**config.mk**
```make
export PLATFORM = sky130hd
export DESIGN_NAME = muldiv_seq
export DESIGN_NICKNAME = d
export VERILOG_FILES = /design/src/rtl/muldiv_seq.sv
export SDC_FILE = /design/constraint.sdc
export NUM_CORES = 2
export LEC_CHECK = 0
export BUFFER_PORTS_ARGS = -buffer_cell sky130_fd_sc_hd__buf_2
export CORE_MARGIN = 4
export CORE_UTILIZATION = 29
export CTS_BUF_LIST = sky130_fd_sc_hd__clkbuf_8
export DETAILED_ROUTE_END_ITERATION = 6
export MAX_ROUTING_LAYER = met4
export PLACE_DENSITY_LB_ADDON = 0.1
export SYNTH_ARGS = -nofsm -noshare
export SYNTH_HDL_FRONTEND = slang
export SYNTH_SLANG_ARGS = --single-unit
```
**constraint.sdc**
```tcl
create_clock -name clk -period 10.3 [get_ports clk]
set_input_delay 2.06 -clock clk [delete_from_list [all_inputs] [get_ports clk]]
set_output_delay 2.06 -clock clk [all_outputs]
set_load 0.02 [all_outputs]
```
**src/rtl/muldiv_seq.sv**
```systemverilog
// Sequential RV32M multiply/divide unit: multi-cycle multiply with a fixed latency,
// 32-step restoring divide, and a valid/ready handshake on both request and response.
module muldiv_seq #(
    parameter int MUL_STAGES = 2
) (
    input  logic        clk,
    input  logic        rst,
    input  logic        req_valid,
    output logic        req_ready,
    input  logic [31:0] a,
    input  logic [31:0] b,
    input  logic [2:0]  funct3,
    output logic        resp_valid,
    input  logic        resp_ready,
    output logic [31:0] result,
    output logic        busy
);

    typedef enum logic [1:0] {IDLE, MUL, DIV, DONE} state_t;

    localparam logic [5:0] MUL_LAST = 6'(MUL_STAGES - 1);
    localparam logic [5:0] DIV_LAST = 6'd32;

    state_t      state_q, state_d;
    logic [31:0] a_q, a_d;
    logic [31:0] b_q, b_d;
    logic [1:0]  op_q, op_d;
    logic [5:0]  cnt_q, cnt_d;
    logic [31:0] rem_q, rem_d;
    logic [31:0] quo_q, quo_d;
    logic [31:0] dvs_q, dvs_d;
    logic [31:0] result_q, result_d;

    // Operand magnitudes taken straight from the request so the divider starts at once.
    logic        in_sgn;
    logic [31:0] in_abs_a, in_abs_b;
    assign in_sgn   = ~funct3[0];
    assign in_abs_a = (in_sgn && a[31]) ? (32'd0 - a) : a;
    assign in_abs_b = (in_sgn && b[31]) ? (32'd0 - b) : b;

    // Both operands sign/zero-extended to 64 bits; the low 64 product bits are then
    // correct for every signedness combination.
    logic        mul_sa, mul_sb;
    logic [63:0] mul_a, mul_b, prod;
    assign mul_sa = (op_q == 2'b01) || (op_q == 2'b10);
    assign mul_sb = (op_q == 2'b01);
    assign mul_a  = {{32{mul_sa & a_q[31]}}, a_q};
    assign mul_b  = {{32{mul_sb & b_q[31]}}, b_q};
    assign prod   = mul_a * mul_b;

    logic        div_sgn, a_neg, b_neg, div_zero, div_ovf;
    logic [32:0] rem_shift;
    logic        rem_ge;
    logic [31:0] rem_sub, quo_fix, rem_fix;
    assign div_sgn   = ~op_q[0];
    assign a_neg     = div_sgn & a_q[31];
    assign b_neg     = div_sgn & b_q[31];
    assign div_zero  = (b_q == 32'd0);
    assign div_ovf   = div_sgn && (a_q == 32'h8000_0000) && (b_q == 32'hFFFF_FFFF);
    assign rem_shift = {rem_q, quo_q[31]};
    assign rem_ge    = rem_shift >= {1'b0, dvs_q};
    assign rem_sub   = rem_shift[31:0] - dvs_q;
    assign quo_fix   = (a_neg ^ b_neg) ? (32'd0 - quo_q) : quo_q;
    assign rem_fix   = a_neg ? (32'd0 - rem_q) : rem_q;

    always_comb begin
        state_d  = state_q;
        a_d      = a_q;
        b_d      = b_q;
        op_d     = op_q;
        cnt_d    = cnt_q;
        rem_d    = rem_q;
        quo_d    = quo_q;
        dvs_d    = dvs_q;
        result_d = result_q;
        case (state_q)
            IDLE: begin
                if (req_valid) begin
                    a_d     = a;
                    b_d     = b;
                    op_d    = funct3[1:0];
                    cnt_d   = 6'd0;
                    rem_d   = 32'd0;
                    quo_d   = in_abs_a;
                    dvs_d   = in_abs_b;
                    state_d = funct3[2] ? DIV : MUL;
                end
            end
            MUL: begin
                if (cnt_q == MUL_LAST) begin
                    result_d = (op_q == 2'b00) ? prod[31:0] : prod[63:32];
                    state_d  = DONE;
                end else begin
                    cnt_d = cnt_q + 6'd1;
                end
            end
            DIV: begin
                if (cnt_q == 6'd0 && div_zero) begin
                    result_d = op_q[1] ? a_q : 32'hFFFF_FFFF;
                    state_d  = DONE;
                end else if (cnt_q == 6'd0 && div_ovf) begin
                    result_d = op_q[1] ? 32'd0 : 32'h8000_0000;
                    state_d  = DONE;
                end else if (cnt_q == DIV_LAST) begin
                    result_d = op_q[1] ? rem_fix : quo_fix;
                    state_d  = DONE;
                end else begin
                    rem_d = rem_ge ? rem_sub : rem_shift[31:0];
                    quo_d = {quo_q[30:0], rem_ge};
                    cnt_d = cnt_q + 6'd1;
                end
            end
            DONE: begin
                if (resp_ready) state_d = IDLE;
            end
            default: state_d = IDLE;
        endcase
    end

    always_ff @(posedge clk) begin
        if (rst) begin
            state_q  <= IDLE;
            a_q      <= '0;
            b_q      <= '0;
            op_q     <= '0;
            cnt_q    <= '0;
            rem_q    <= '0;
            quo_q    <= '0;
            dvs_q    <= '0;
            result_q <= '0;
        end else begin
            state_q  <= state_d;
            a_q      <= a_d;
            b_q      <= b_d;
            op_q     <= op_d;
            cnt_q    <= cnt_d;
            rem_q    <= rem_d;
            quo_q    <= quo_d;
            dvs_q    <= dvs_d;
            result_q <= result_d;
        end
    end

    assign req_ready  = (state_q == IDLE);
    assign resp_valid = (state_q == DONE);
    assign busy       = (state_q != IDLE);
    assign result     = result_q;

endmodule

```
==> impl_metrics.ini <==
[cts]
h-tree-depth = 2
cts_hold_buffers = 0
cts-root-buf = clkbuf_8
insertion_delay_ps = 590
clk_pin_slew_ps = 90
ctsLongestPathBuffers = 3
clock_sinks = 201
cts_tree = built
cts_made_buffers = 39

[synthesis]
synthAdderAreaFrac_pct = 50.13
syn_inst = 6160
ys.flop_type = dfxtp_1
avgSynthCellArea_um2 = 8.341
synth_cell_types = 76
synth-seq-area-share_pct = 7.832
yosysTopAreaCell = fa_1
synth_top_area_share_pct = 43.87
synth_compound_area_share_pct = 9.330
synth_top_family_by_area = adder cells
synth-edff-count = 0
netlist_area_um2 = 51380
synthSimpleGateAreaFrac_pct = 16.88
synthesis.nets = 7614
synth_xor_xnor_area_share_pct = 3.546
synth.area.mux_share_pct = 0.1997
yosys_warnings = 0
ys_seq_elements = 201
synthArstFlopShare_pct = 0
ys_top_cells_by_area = fa_1 44%, inv_1 9.2%, nand2_1 8.3%

[critical_path]
worst_path_largest_cell_delay_ps = 730
slowest_stage = fa_1
end_kind = flip-flop
critPathMaxFanout = 15
critPathKind = reg -> reg
critPathRequiredTime_ps = 10750
r2r_start = op_q[1]$_SDFFE_PP0P_
startpoint_type = flip-flop
cp_common_cell = fa_1
crit_start = op_q[1]$_SDFFE_PP0P_
arrival_ps = 10120

[die]
rows = 154
die_w_um = 428.9
die_area_um2 = 184000
io_pins = 106
core_um2 = 176100
die_h_um = 428.9
start_util_pct = 29.17

[power_and_ir_drop]
sequentialPowerShare_pct = 16.7
worst_ir_drop_vdd_mv = 0.1360
power_switching_share_pct = 59.42
power.share.clock_pct = 9.7
combPwrFrac_pct = 73.6
internal_power_w = 0.003684
leakagePower_nw = 24.99
powerDensity_nw_per_um2 = 164.3
power.switching_w = 0.005395
finalPower_w = 0.009079

[route]
wl_per_cell_um = 22.66
wl_met2_mm = 93.24
vias_per_cell = 4.852
drtAntennaViolNets = 0
vias = 40810
firstDrtPassIters = 5
drt-total-wl_mm = 190.6
top_layer = met4
drc_errors = 0
first_iter_violations = 2702
wl_met3_mm = 7.311
met1Wirelength_mm = 85.41

[placed_design]
place_congestion = 0.9146
io_buffers = 105
dp.cells = 8342
dp_hpwl_mm = 155.4
place_area_um2 = 54440

[finish]
stdcell_count = 8411
nNetsFinal = 7497
layout-drive-gt1-share_pct = 6.114
finalInstanceArea_um2 = 55260
mostFrequentLayoutCell = inv_1
most-common-layout-cells = 1,267 x inv_1, 1,132 x nand2_1, 1,126 x fa_1
syn2layout_area_growth_pct = 7.549
final_core_util_pct = 31.38

[sta]
max_freq_mhz = 103.4
tightestPinTransition_ps = 1208
setup_viol = 0
fin_crit_ps = 9669
finalCritPeriodShare_pct = 93.88
rsz0062_at_grt = false
maxSlewViolCount = 0
tns_ps = 0
hold_viol_final = 0
skew_ps = 42.95
slew-limit-headroom_pct = 19.26

[global_route]
grt_max_degree = 80
grt_pass1_wl_mm = 290.6
grt_pass1_vias = 43840
groute.usage.overall_pct = 21.44
antenna_found_initial = 9
grt_overflow = 0

[job]
drv_cap = 0

[worst_hold_path]
hold_class = reg -> reg
hold_start = b_q[3]$_SDFFE_PP0P_

[outcome]
status = finished clean
flip-flops by register name (all words and copies together), names as in the netlist:
name     count
a_q         32
b_q         32
cnt_q        6
dvs_q       31
op_q         2
quo_q       32
rem_q       32
result      32
state_q      2
cell usage after synthesis (all sizes together) (6+ instances only):
master / n
a2111oi: 6
a211oi: 49
a21o: 41
a21oi: 282
a221o: 8
a221oi: 9
a22oi: 10
a311oi: 9
a31oi: 26
a32oi: 6
and2: 279
and3: 26
and4: 6
buf: 11
clkbuf: 381
dfxtp: 201
fa: 1126
ha: 257
inv: 1260
mux2i: 8
nand2: 1133
nand2b: 23
nand3: 35
nand4: 29
nor2: 220
nor2b: 16
nor3: 44
nor3b: 6
nor4: 38
o211ai: 29
o21a: 15
o21ai: 196
o21bai: 13
o221ai: 8
o31ai: 23
o41ai: 11
or2: 16
or3: 16
or4: 16
xnor2: 120
xor2: 88
worst max-delay path, delay by kind of cell (launching register included):
family / cells / cell delay (ps)
AOI/OAI and AO/OA: 8 / 1980
buffers and inverters: 7 / 1240
DFF: 1 / 340
and+or+nand+nor: 4 / 730
adders and majority gates: 10 / 5260
power groups by stage:
stage	clock [W]	sequential [W]	combinational [W]
CTS	0.000899	0.00153	0.00677
global placement	0	0.00154	0.00673
global route	0.000929	0.00154	0.00742
detailed placement	0	0.00154	0.00670
finish	0.000880	0.00152	0.00668
floorplan	0	0.00113	0.00437
area by class of cell:
| type | instances | area [um^2] |
|---|---|---|
| inverters | 1261 | 4737 |
| repair buffers | 234 | 1525 |
| well taps | 2340 | 2928 |
| fillers | 19110 | 120900 |
| flip-flops and latches | 201 | 4071 |
| multi-input cells | 4306 | 41200 |
| clock inverters | 18 | 131.4 |
| diodes | 3 | 7.507 |
| clock buffers | 48 | 660.6 |
path summary, 6_finish.rpt:
path                                  end  slack (ps)  cells past startpoint
setup / recovery  result[30]$_SDFFE_PP0P_         630                     29
hold / removal        b_q[3]$_SDFFE_PP0P_         460                      2
hold reg to reg       b_q[3]$_SDFFE_PP0P_         460                      2
setup reg to reg  result[30]$_SDFFE_PP0P_         630                     29
kinds of logic (layout without fill, tap and decap cells):
logic type	count (synthesis)	count (layout)
XOR/XNOR	208	208
AND/OR/NAND/NOR	1922	1922
other	0	3
adder cells (fa/ha/maj)	1383	1383
flip-flops	201	201
AO/OA/AOI/OAI	783	783
buffers and inverters	1653	1561
multiplexers	10	10
metrics by stage:
stage | setup slack [ps] | hold WS, ps
3_5_place_dp | 642.9 | 449.6
2_1_floorplan | 1272 | 436.3
6_report | 630.6 | 456.8
3_3_place_gp | 838.0 | 444.2
4_1_cts | 519.3 | 458.9
5_1_grt | 35.60 | 476.6
per-layer routing:
layer / GRT usage, % / vias up
met5: - / -
met4: 4.045 / 0
met3: 1.802 / 170
met2: 35.99 / 853
met1: 28.59 / 21380
li1: - / 18400
what timing repair did:
| item | 4_1_cts | 5_1_grt |
|---|---|---|
| setup endpoints to repair | 0 | 2 |
| setup buffers | 0 | 0 |
| gates resized for setup | 0 | 3 |
No activity file was read; power rests on OpenSTA's default activity.
